[src/rtl/int_arbiter_if.sv]
// int_arbiter_if: interrupt sources, CSR image, and trap handshake between the CSR unit and int_arbiter
interface int_arbiter_if;
  logic        m_ext_int;
  logic        s_ext_int;
  logic        m_tim_int;
  logic        m_soft_int;
  logic [63:0] mip_sw;
  logic [63:0] m_s_ie;
  logic [63:0] mideleg;
  logic [1:0]  priv;
  logic        mstatus_mie;
  logic        mstatus_sie;
  logic        int_ack;
  logic        int_req;
  logic [63:0] int_cause;
  logic        int_to_s;
  logic        wfi_wake;
  modport slave (
    input  m_ext_int, s_ext_int, m_tim_int, m_soft_int, mip_sw, m_s_ie, mideleg,
           priv, mstatus_mie, mstatus_sie, int_ack,
    output int_req, int_cause, int_to_s, wfi_wake
  );
  modport master (
    output m_ext_int, s_ext_int, m_tim_int, m_soft_int, mip_sw, m_s_ie, mideleg,
           priv, mstatus_mie, mstatus_sie, int_ack,
    input  int_req, int_cause, int_to_s, wfi_wake
  );
endinterface

[src/rtl/int_arbiter.sv]
// int_arbiter: picks the highest-priority eligible M/S interrupt and sequences trap entry by req/ack.
// Define INT_SYNC_EN to pass the four hardware interrupt lines through 2-flop synchronizers.
module int_arbiter (
  input logic          clk,
  input logic          rst,
  int_arbiter_if.slave irq
);
  localparam logic [1:0] IDLE  = 2'd0;
  localparam logic [1:0] REQ   = 2'd1;
  localparam logic [1:0] ENTRY = 2'd2;
  logic [3:0]  src;
  logic [15:0] pend, act, deleg, elig;
  logic        priv_m, priv_s, priv_u, m_ok, s_ok, req;
  logic [3:0]  win, code_q, code_d;
  logic [1:0]  state_q, state_d;
  logic        to_s_q, to_s_d;
  logic        unused_bits;
`ifdef INT_SYNC_EN
  logic [3:0] sync1_q, sync2_q;
  always_ff @(posedge clk) begin
    if (rst) begin
      sync1_q <= '0;
      sync2_q <= '0;
    end else begin
      sync1_q <= {irq.m_ext_int, irq.s_ext_int, irq.m_tim_int, irq.m_soft_int};
      sync2_q <= sync1_q;
    end
  end
  assign src = sync2_q;
`else
  assign src = {irq.m_ext_int, irq.s_ext_int, irq.m_tim_int, irq.m_soft_int};
`endif
  assign pend = {4'b0, src[3], 1'b0, src[2] | irq.mip_sw[9], 1'b0, src[1], 1'b0,
                 irq.mip_sw[5], 1'b0, src[0], 1'b0, irq.mip_sw[1], 1'b0};
  assign act   = pend & irq.m_s_ie[15:0];
  assign deleg = irq.mideleg[15:0] & 16'h0222;
  assign priv_m = irq.priv[1];
  assign priv_s = irq.priv == 2'b01;
  assign priv_u = irq.priv == 2'b00;
  assign m_ok   = !priv_m || irq.mstatus_mie;
  assign s_ok   = priv_u || (priv_s && irq.mstatus_sie);
  assign elig   = act & ((deleg & {16{s_ok}}) | (~deleg & {16{m_ok}}));
  assign win = elig[11] ? 4'd11 : elig[3] ? 4'd3 : elig[7] ? 4'd7 :
               elig[9]  ? 4'd9  : elig[1] ? 4'd1 : 4'd5;
  // Cause and target are frozen while requesting; only ack or loss of the latched bit leaves REQ.
  always_comb begin
    state_d = IDLE;
    code_d  = code_q;
    to_s_d  = to_s_q;
    if (state_q == IDLE && |elig) begin
      state_d = REQ;
      code_d  = win;
      to_s_d  = deleg[win];
    end else if (state_q == REQ)
      state_d = irq.int_ack ? ENTRY : elig[code_q] ? REQ : IDLE;
  end
  always_ff @(posedge clk) begin
    if (rst) begin
      state_q <= IDLE;
      code_q  <= '0;
      to_s_q  <= 1'b0;
    end else begin
      state_q <= state_d;
      code_q  <= code_d;
      to_s_q  <= to_s_d;
    end
  end
  assign req           = state_q == REQ;
  assign irq.int_req   = req;
  assign irq.int_cause = req ? {1'b1, 59'b0, code_q} : 64'b0;
  assign irq.int_to_s  = req && to_s_q;
  assign irq.wfi_wake  = |act;
  assign unused_bits = ^{irq.mip_sw[63:10], irq.mip_sw[8:6], irq.mip_sw[4:2], irq.mip_sw[0],
                         irq.m_s_ie[63:16], irq.mideleg[63:16]};
endmodule

[src/flat_wrapper.sv]
// flat-port wrapper written by rule: the top's interface ports become plain ports
module int_arbiter_flat 
  (clk, rst, irq_m_ext_int, irq_s_ext_int, irq_m_tim_int, irq_m_soft_int, irq_mip_sw, irq_m_s_ie, irq_mideleg, irq_priv, irq_mstatus_mie, irq_mstatus_sie, irq_int_ack, irq_int_req, irq_int_cause, irq_int_to_s, irq_wfi_wake);
  int_arbiter_if irq_i ();
  input logic clk;
  input logic rst;
  input wire logic [$bits(irq_i.m_ext_int)-1:0] irq_m_ext_int;
  input wire logic [$bits(irq_i.s_ext_int)-1:0] irq_s_ext_int;
  input wire logic [$bits(irq_i.m_tim_int)-1:0] irq_m_tim_int;
  input wire logic [$bits(irq_i.m_soft_int)-1:0] irq_m_soft_int;
  input wire logic [$bits(irq_i.mip_sw)-1:0] irq_mip_sw;
  input wire logic [$bits(irq_i.m_s_ie)-1:0] irq_m_s_ie;
  input wire logic [$bits(irq_i.mideleg)-1:0] irq_mideleg;
  input wire logic [$bits(irq_i.priv)-1:0] irq_priv;
  input wire logic [$bits(irq_i.mstatus_mie)-1:0] irq_mstatus_mie;
  input wire logic [$bits(irq_i.mstatus_sie)-1:0] irq_mstatus_sie;
  input wire logic [$bits(irq_i.int_ack)-1:0] irq_int_ack;
  output wire logic [$bits(irq_i.int_req)-1:0] irq_int_req;
  output wire logic [$bits(irq_i.int_cause)-1:0] irq_int_cause;
  output wire logic [$bits(irq_i.int_to_s)-1:0] irq_int_to_s;
  output wire logic [$bits(irq_i.wfi_wake)-1:0] irq_wfi_wake;
  assign irq_i.m_ext_int = irq_m_ext_int;
  assign irq_i.s_ext_int = irq_s_ext_int;
  assign irq_i.m_tim_int = irq_m_tim_int;
  assign irq_i.m_soft_int = irq_m_soft_int;
  assign irq_i.mip_sw = irq_mip_sw;
  assign irq_i.m_s_ie = irq_m_s_ie;
  assign irq_i.mideleg = irq_mideleg;
  assign irq_i.priv = irq_priv;
  assign irq_i.mstatus_mie = irq_mstatus_mie;
  assign irq_i.mstatus_sie = irq_mstatus_sie;
  assign irq_i.int_ack = irq_int_ack;
  assign irq_int_req = irq_i.int_req;
  assign irq_int_cause = irq_i.int_cause;
  assign irq_int_to_s = irq_i.int_to_s;
  assign irq_wfi_wake = irq_i.wfi_wake;
  int_arbiter u_core (.clk(clk), .rst(rst), .irq(irq_i));
endmodule
[config.mk]
export PLATFORM = sky130hd
export DESIGN_NAME = int_arbiter_flat
export DESIGN_NICKNAME = d
export VERILOG_FILES = /design/src/rtl/int_arbiter_if.sv /design/src/rtl/int_arbiter.sv /design/src/flat_wrapper.sv
export SDC_FILE = /design/constraint.sdc
export NUM_CORES = 1
export LEC_CHECK = 0
export CORE_AREA = 2 2 104 106
export DETAILED_ROUTE_END_ITERATION = 10
export DIE_AREA = 0 0 106 108
export GPL_ROUTABILITY_DRIVEN = 1
export HOLD_SLACK_MARGIN = 0.03
export PLACE_DENSITY = 0.63
export SETUP_SLACK_MARGIN = 0.15
export SYNTH_ARGS = -nofsm -noshare
export SYNTH_HDL_FRONTEND = slang
export SYNTH_SLANG_ARGS = --single-unit
export TNS_END_PERCENT = 30
[constraint.sdc]
create_clock -name clk -period 3.4 [get_ports clk]
set_clock_uncertainty 0.2 [all_clocks]
set_input_delay 0.68 -clock clk [delete_from_list [all_inputs] [get_ports clk]]
set_output_delay 0.68 -clock clk [all_outputs]
set_load 0.005 [all_outputs]
==> results.ini, run 1 <==
[status]
status = completed

[yosys]
ys_seq_area_share_pct = 13.2
ys_warn_count = 0
synth_cells = 139
netlist_area_um2 = 1060
synthDistinctLibCells = 37
synth.avg_cell_area_um2 = 7.66
ys_ff_latch = 7

[worst_hold_path]
worst_hold_path_type = reg -> reg
worstHoldStart = u_core.code_q[0]
hold_depth = 2
min_to = u_core.code_q[0]

[final_layout]
final_cell_mix = conb_1, clkdlybuf4s50_1, dfxtp_1
fin_area_um2 = 1340
final_common_cell = conb_1
antenna_cells = 0
drive_above_1_share_pct = 5.33
final_nets = 373
area_growth_pct = 25.9
final_core_util_pct = 13.1

[placed_design]
gp_congestion = 0.857
placed_cell_area_um2 = 1290
io_buffers = 30
dp_hpwl_um = 2300

[clocking]
cts_hold_buf = 0
post_cts_buffers = 0
root_buffer = clkbuf_8
htree_levels = 1
cts_tree = built
cts_buffer_depth = 2
clkTransAtPathRegs_ps = 40
cts_buffers = 3
clk_latency_ps = 230
cts_resized = 0
cts_sinks = 7

[power]
p_seq_share_pct = 28.7
powerDensity_nw_per_um2 = 255
clkPwrFrac_pct = 34.4
intPower_mw = 0.231
share_comb_of_total_power_pct = 36.9
fin_total_pwr_mw = 0.342
ir_drop_mv = 0.138
switchingPower_mw = 0.112
switching_share_pct = 32.6
power.leakage_nw = 0.569

[timing]
min_period_ps = 3110
layout_worst_path_cycle_share_pct = 91.4
hold_viol_final = 0
fin_tns_setup_ps = 0
setup_viol = 0
rsz0062_at_grt = false
max_freq_ghz = 0.322
finalMaxSlewViolations = 0

[critical_path]
rr_startpoint = u_core.state_q[0]
cp_data_required_time_ps = 2520
worst-setup-path-type = in -> out
r2r_cells = 3
ff2ff_setup_slack_ps = 1790
worst-path-max-fanout = 5
cp-end-kind = primary output
cp.arrival_ps = 2230
worstReg2RegEnd = u_core.to_s_q
startpoint_type = input port

[die]
die_x_um = 106
rows = 37
die_h_um = 108
die_area_um2 = 11400
start_util_pct = 10.4
io-pin-count = 270
coreArea_um2 = 10200

[route]
drt_iter0_markers = 66
vias = 891
firstDrtPassIters = 4
final_antenna_net_count = 0
wl_per_cell_um = 8.67
drc = 0
drt-total-wl_um = 2640
viasPerCell = 2.92

[flow_run]
max_cap_violations = 0

[global_route]
grt_pass1_vias = 745
antenna_found_initial = 0
grt_use_total_pct = 4.43
grt.overflow.total = 0
grt_max_degree = 10
grt_pass1_wl_um = 4020

power by group through the flow:
stage / Sequential (mW) / Clock (mW) / Combinational, mW
after global placement: 0.0995 / 0 / 0.122
after floorplan: 0.0967 / 0 / 0.122
after global routing: 0.0997 / 0.127 / 0.143
after detailed placement: 0.0996 / 0 / 0.124
after CTS: 0.0981 / 0.120 / 0.125
final: 0.0982 / 0.118 / 0.126
worst max-delay path, cell delays in order:
cell,delay (ps)
clkdlybuf4s50_1,480
a22oi_1,300
and3_1,220
nand3_1,70
clkdlybuf4s50_1,470
area by class of cell:
class                           count  area (um^2)
Clock inverter                      1         5.00
Timing Repair Buffer               30          300
Inverter                            3         11.3
Fill cell                        1168         8890
Tap cell                          136          170
Clock buffer                        3         41.3
Sequential cell                     7          140
Multi-Input combinational cell    125          672
cells by family after synthesis:
| family | count (synthesis) | share of synthesized area, % |
|---|---|---|
| other | 1 | 0.352 |
| AOI/OAI and AO/OA | 28 | 20.7 |
| buffers and inverters | 65 | 44.2 |
| DFF | 7 | 13.2 |
| muxes | 2 | 1.88 |
| and+or+nand+nor | 36 | 19.7 |
worst max path at each step:
stage / start / to / depth (start not counted) / slack, ps
floorplan: irq_priv[0] / u_core.to_s_q / 5 / 1150
global placement: irq_m_tim_int / irq_wfi_wake / 5 / 310
detailed placement: irq_m_tim_int / irq_wfi_wake / 5 / 320
CTS: irq_m_tim_int / irq_wfi_wake / 5 / 300
global route: irq_m_tim_int / irq_wfi_wake / 5 / 170
finish: irq_m_tim_int / irq_wfi_wake / 5 / 290
per-stage QoR:
step / setup WS [ps] / cells / hold slack [ps]
2_1_floorplan: 1150 / 197 / 230
3_3_place_gp: 311 / 301 / 250
3_5_place_dp: 315 / 301 / 252
4_1_cts: 301 / 305 / 259
5_1_grt: 173 / 305 / 287
6_report: 293 / 305 / 253
cell usage after synthesis, drive strengths merged:
master,number,area (um^2)
clkbuf,1,3.75
a221oi,2,23.8
conb,1,3.75
inv,3,11.3
o41ai,1,16.3
nand2,5,18.8
and2,5,31.3
or3,1,6.26
nor2,4,15.0
a31o,1,8.76
a32oi,1,8.76
mux2i,2,20.0
nand4,3,18.8
and3,4,25.0
or2,1,6.26
and2b,1,7.51
o211ai,2,15.0
o221ai,1,8.76
nand2b,5,31.3
o22ai,1,6.26
a22oi,2,15.0
a221o,3,30.0
buf,61,455
or4b,1,10.0
a311oi,1,8.76
a41o,1,10.0
dfxtp,7,140
nand3,4,20.0
nor2b,2,20.0
a21oi,6,30.0
a211oi,1,7.51
a31oi,2,12.5
o21ai,3,18.8
registers in the layout, summed over array words and instances (netlist names):
signal,count
u_core.to_s_q,1
u_core.code_q,4
u_core.state_q,2
routing by layer:
metal  vias to the layer above  share of wire, %  GRT usage, %
li1                        433                 -             -
met1                       384                48          6.49
met2                        72                36          5.62
met3                         2                16          2.53
met4                         0              0.23         0.564
met5                         -                 0             0
Power figures use the tool's default switching activity.
==> run 2, diff against run 1 <==
GPL_ROUTABILITY_DRIVEN = unset   (was 1)
SLEW_MARGIN = 15   (was unset)
clock period = 2.9 ns   (was 3.4 ns; I/O delays follow)
==> run 2 against run 1 <==
First-iteration DRC count rose by 47%; largest cell class unchanged; highest routed layer unchanged; critical path type unchanged; count of clock-buffer cells in the layout unchanged; via count grew 4.3%; final area rose by 3.1%.
==> results.ini, run 2 (synthesis gave the netlist of run 1 again) <==
[clocking]
cts_sinks = 7  ; unchanged
cts_buffers = 3  ; unchanged
clkTransAtPathRegs_ps = 40  ; about the same
cts_buffer_depth = 2  ; unchanged
cts_hold_buf = 0  ; unchanged
cts_tree = built  ; unchanged
root_buffer = clkbuf_8  ; unchanged
htree_levels = 1  ; unchanged
clk_latency_ps = 230  ; about the same

[route]
firstDrtPassIters = 5  ; was 4
viasPerCell = 3.00  ; was 2.92
drt_iter0_markers = 97  ; was 66
drc = 0  ; unchanged
vias = 929  ; was 891
drt-total-wl_um = 2700  ; was 2640 um
final_antenna_net_count = 0  ; unchanged
wl_per_cell_um = 8.72  ; was 8.67 um

[critical_path]
startpoint_type = input port  ; unchanged
path_buf_inv = 2  ; unchanged
rr_startpoint = u_core.state_q[0]  ; unchanged
worst-setup-path-type = in -> out  ; unchanged
cp-end-kind = primary output  ; unchanged
path_delay_family = buffers and inverters  ; unchanged
cp_data_required_time_ps = 2120  ; was 2520 ps
path_cells = clkdlybuf4s50_1 > a22oi_2 > and3_1 > nand3_1 > dlygate4sd2_1  ; was clkdlybuf4s50_1 > a22oi_1 > and3_1 > nand3_1 > clkdlybuf4s50_1
cp-startpoint = irq_m_s_ie[3]  ; was irq_m_tim_int
worst-path-max-fanout = 2  ; was 5
cp.arrival_ps = 1820  ; was 2230 ps
cp_slowest_cell = clkdlybuf4s50_1  ; unchanged
slowest_delay_ps = 440  ; was 480 ps

[timing]
finalMaxSlewViolations = 0  ; unchanged
min_period_ps = 2600
rsz0062_at_grt = false  ; unchanged
fin_tns_setup_ps = 0  ; unchanged
layout_worst_path_cycle_share_pct = 89.6
whs_ps = 258  ; was 253 ps
hold_viol_final = 0  ; unchanged
setup_viol = 0  ; unchanged
max_freq_ghz = 0.385

[final_layout]
top_register = u_core.code_q  ; unchanged
reg.largest.list = u_core.code_q (4), u_core.state_q (2), u_core.to_s_q (1)  ; unchanged
area_growth_pct = 29.7  ; was 25.9%
largest_reg_flops = 4  ; unchanged
drive_above_1_share_pct = 8.62  ; was 5.33%
final_nets = 378  ; was 373
final_cell_mix = conb_1, clkdlybuf4s50_1, dfxtp_1  ; unchanged
final_common_cell = conb_1  ; unchanged
antenna_cells = 0  ; unchanged

[placed_design]
dp_hpwl_um = 2290  ; was 2300 um
gp_congestion = 0.844  ; was 0.857
io_buffers = 30  ; unchanged

[die]
die_h_um = 108  ; unchanged
die_x_um = 106  ; unchanged
die_area_um2 = 11400  ; unchanged
coreArea_um2 = 10200  ; unchanged
rows = 37  ; unchanged
io-pin-count = 270  ; unchanged
start_util_pct = 10.4  ; unchanged

[global_route]
grt_use_total_pct = 4.47  ; was 4.43%
grt_pass1_wl_um = 4000  ; was 4020 um
grt_pass1_vias = 737  ; was 745
antenna_found_initial = 0  ; unchanged
top_usage_layer = met1  ; unchanged
met3_usage_pct = 2.53  ; unchanged
grt_max_degree = 10  ; unchanged
met1_usage_pct = 6.45  ; was 6.49%
grt.overflow.total = 0  ; unchanged
grt_util_met2_pct = 5.53  ; was 5.62%

[worst_hold_path]
worst_hold_path_type = reg -> reg  ; unchanged
worstHoldStart = u_core.code_q[0]  ; unchanged

[status]
status = completed  ; unchanged

[flow_run]
max_cap_violations = 0  ; unchanged

[power]
ir_drop_mv = 0.140  ; was 0.138 mV
powerDensity_nw_per_um2 = 296  ; was 255 nW/um^2
power.leakage_nw = 0.592  ; was 0.569 nW

-- run 2: cell types whose count changed in the layout (fill, tap and decap cells not counted) --
cell	change
a22oi_1	-1
dlygate4sd2_1	+1
clkdlybuf4s50_1	-1
buf_4	+5
a22oi_2	+1
-- run 2: worst paths after layout --
check | to | slack [ps] | cells past startpoint
hold / removal | u_core.code_q[0] | 260 | 2
setup reg to reg | u_core.to_s_q | 1270 | 3
setup / recovery | irq_wfi_wake | 300 | 5
hold reg to reg | u_core.code_q[0] | 260 | 2
-- run 2: worst reg2reg max path: cells and delay by family, from the launching register on --
kind | cells | cell delay [ps]
AND/OR/NAND/NOR | 2 | 750
AO/OA/AOI/OAI | 1 | 280
flip-flops | 1 | 300
-- run 2: timing repair --
item,in CTS,in global routing
endpoints found under the setup margin,1,0
buffers inserted,1,0
gates resized for setup,2,0
hold endpoints to repair,0,0
-- run 2: routing by layer --
layer  wire (um)  share of wire, %
met5           0                 0
met1        1250                46
met3         472                17
met4          24              0.89
met2         953                35
-- run 2: area by class of cell --
| class | count | area [um^2] |
|---|---|---|
| inverters | 3 | 11.3 |
| clock buffers | 3 | 41.3 |
| multi-input cells | 125 | 677 |
| well taps | 136 | 170 |
| repair buffers | 35 | 337 |
| fillers | 1167 | 8850 |
| clock inverters | 1 | 5.00 |
| flip-flops and latches | 7 | 140 |
-- run 2: report_power, final --
group	leakage [nW]	internal [mW]	total, mW	switching (mW)
Sequential	0.0576	0.106	0.116	0.0100
Clock	0.0255	0.0932	0.138	0.0452
Combinational	0.509	0.0755	0.155	0.0794
Total	0.592	0.275	0.409	0.135
-- run 2: through the flow --
step / std cells / power [mW] / worst slack, ps / instance area (um^2) / util, %
5_1_grt: 310 / 0.438 / 220 / 1380 / 13.5
2_1_floorplan: 197 / 0.256 / 748 / 1280 / -
4_1_cts: 310 / 0.409 / 311 / 1380 / 13.5
3_5_place_dp: 305 / 0.266 / 52.9 / 1320 / 12.9
3_3_place_gp: 305 / 0.264 / 41.7 / 1320 / 12.9
6_report: 310 / 0.409 / 301 / 1380 / 13.5
==> run 3, diff against run 2 <==
CORE_AREA = 3 3 105 107   (was 2 2 104 106)
DIE_AREA = 0 0 108 110   (was 0 0 106 108)
==> run 3 against run 2 <==
Worst hold slack about the same; routed wire length is 0.63% higher; setup slack worse by 25 ps; sequential power about the same; combinational power about the same; clock power fell by 4%; die area rose by 3.8%; final area down 0.63%; first-iteration DRC count shrank 25%; via count shrank 2.8%; critical path depth stayed put; utilization is 0.086 points lower.
==> results.ini, run 3 (synthesis gave the netlist of run 1 again) <==
[route]
final_antenna_net_count = 0  ; unchanged
drt_iter0_markers = 73  ; was 97
drt-total-wl_um = 2720  ; was 2700 um
drc = 0  ; unchanged
vias = 903  ; was 929
wl_per_cell_um = 8.81  ; was 8.72 um
viasPerCell = 2.92  ; was 3.00
firstDrtPassIters = 4  ; was 5

[final_layout]
fin_area_um2 = 1370  ; was 1380 um^2
drive_above_1_share_pct = 7.51  ; was 8.62%
antenna_cells = 0  ; unchanged
final_nets = 377  ; was 378
final_cell_mix = conb_1, clkdlybuf4s50_1, dfxtp_1  ; unchanged
area_growth_pct = 28.9  ; was 29.7%
final_core_util_pct = 13.4  ; was 13.5%
largest_reg_flops = 4  ; unchanged
final_common_cell = conb_1  ; unchanged
top_register = u_core.code_q  ; unchanged
reg.largest.list = u_core.code_q (4), u_core.state_q (2), u_core.to_s_q (1)  ; unchanged

[critical_path]
cp-end-kind = primary output  ; unchanged
cp.arrival_ps = 1840  ; was 1820 ps
worst-setup-path-type = in -> out  ; unchanged
r2r_cells = 4  ; was 3
worstReg2RegEnd = u_core.to_s_q  ; unchanged
cp_data_required_time_ps = 2120  ; about the same
worst-path-max-fanout = 3  ; was 2
rr_startpoint = u_core.state_q[0]  ; unchanged
ff2ff_setup_slack_ps = 1280  ; was 1270 ps
cp_slowest_cell = clkdlybuf4s50_1  ; unchanged
startpoint_type = input port  ; unchanged
path_cells = clkdlybuf4s50_1 > a22oi_2 > and3_1 > nand3_1 > dlygate4sd2_1  ; unchanged
slowest_delay_ps = 440  ; about the same

[clocking]
cts_sinks = 7  ; unchanged
cts_buffers = 3  ; unchanged
clkTransAtPathRegs_ps = 40  ; about the same
cts_buffer_depth = 2  ; unchanged
htree_levels = 1  ; unchanged
root_buffer = clkbuf_8  ; unchanged
post_cts_buffers = 0  ; was 1
cts_tree = built  ; unchanged
clk_latency_ps = 220  ; was 230 ps

[timing]
max_freq_ghz = 0.381  ; was 0.385 GHz
fin_tns_setup_ps = 0  ; unchanged
finalMaxSlewViolations = 0  ; unchanged
whs_ps = 257  ; was 258 ps
min_period_ps = 2620  ; was 2600 ps
setup_viol = 0  ; unchanged
rsz0062_at_grt = false  ; unchanged
slew_headroom_pct = 66.1
max_slew.worst_pin.slew_ps = 507
layout_worst_path_cycle_share_pct = 90.5  ; was 89.6%
hold_viol_final = 0  ; unchanged

[global_route]
grt_pass1_wl_um = 4000  ; unchanged
grt.overflow.total = 0  ; unchanged
antenna_found_initial = 0  ; unchanged
grt_use_total_pct = 4.30  ; was 4.47%
grt_max_degree = 10  ; unchanged
grt_pass1_vias = 766  ; was 737

[placed_design]
placed_cell_area_um2 = 1320  ; unchanged
dp_hpwl_um = 2420  ; was 2290 um
gp_congestion = 0.809  ; was 0.844
io_buffers = 30  ; unchanged

[worst_hold_path]
worstHoldStart = u_core.code_q[0]  ; unchanged
worst_hold_path_type = reg -> reg  ; unchanged
min_to = u_core.code_q[0]  ; unchanged
hold_depth = 2  ; unchanged

[status]
status = completed  ; unchanged

[die]
io-pin-count = 270  ; unchanged
die_area_um2 = 11900  ; was 11400 um^2
coreArea_um2 = 10200  ; unchanged
rows = 37  ; unchanged
start_util_pct = 10.4  ; unchanged
die_h_um = 110  ; was 108 um
die_x_um = 108  ; was 106 um

[power]
ir_drop_mv = 0.139  ; was 0.140 mV
power.leakage_nw = 0.584  ; was 0.592 nW
powerDensity_nw_per_um2 = 293  ; was 296 nW/um^2

[flow_run]
max_cap_violations = 0  ; unchanged

==> run 3: per-stage QoR <==
step / total power, mW / worst slack, ps / cells
after global placement: 0.264 / 34.3 / 305
after detailed placement: 0.267 / 15.0 / 305
after CTS: 0.404 / 272 / 309
final: 0.402 / 276 / 309
after global routing: 0.432 / 168 / 309
after floorplan: 0.256 / 748 / 197
==> run 3: metal layers <==
layer / global-route usage, % / routed length [um] / share of wire [%] / up-vias
met2: 5.68 / 1000 / 37 / 66
met5: 0 / 0 / 0 / -
li1: - / - / - / 440
met1: 6.08 / 1280 / 47 / 395
met3: 1.98 / 402 / 15 / 2
met4: 1.35 / 34 / 1.2 / 0
==> run 3: final cells by class <==
cell class,count,area (um^2)
multi-input cells,125,677
fillers,1173,8860
well taps,136,170
inverters,3,11.3
clock buffers,4,45.0
flip-flops and latches,7,140
repair buffers,34,329
==> run 3: how the worst max path moves through the flow <==
stage	startpoint	slack (ps)	cells past startpoint	to
after global routing	irq_m_s_ie[3]	170	5	irq_wfi_wake
after global placement	irq_m_soft_int	30	5	irq_wfi_wake
final	irq_m_s_ie[3]	280	5	irq_wfi_wake
after detailed placement	irq_m_soft_int	20	5	irq_wfi_wake
after floorplan	irq_priv[0]	750	5	u_core.to_s_q
after CTS	irq_m_s_ie[3]	270	5	irq_wfi_wake
==> run 3: what timing repair did <==
item,in CTS,in global routing
resized for setup,2,0
hold buffers,0,0
endpoints found under the setup margin,1,0
==> run 3: where the power goes <==
group	switching [mW]	total, mW	leakage [nW]	internal (mW)
combinational	0.0791	0.153	0.504	0.0742
sequential	0.00905	0.115	0.0576	0.106
clock	0.0383	0.133	0.0228	0.0948
==> run 3: worst max-delay path, delay by kind of cell <==
| family | cells | cell delay, ps |
|---|---|---|
| AND/OR/NAND/NOR | 2 | 270 |
| AO/OA/AOI/OAI | 1 | 270 |
| buffers and inverters | 2 | 730 |
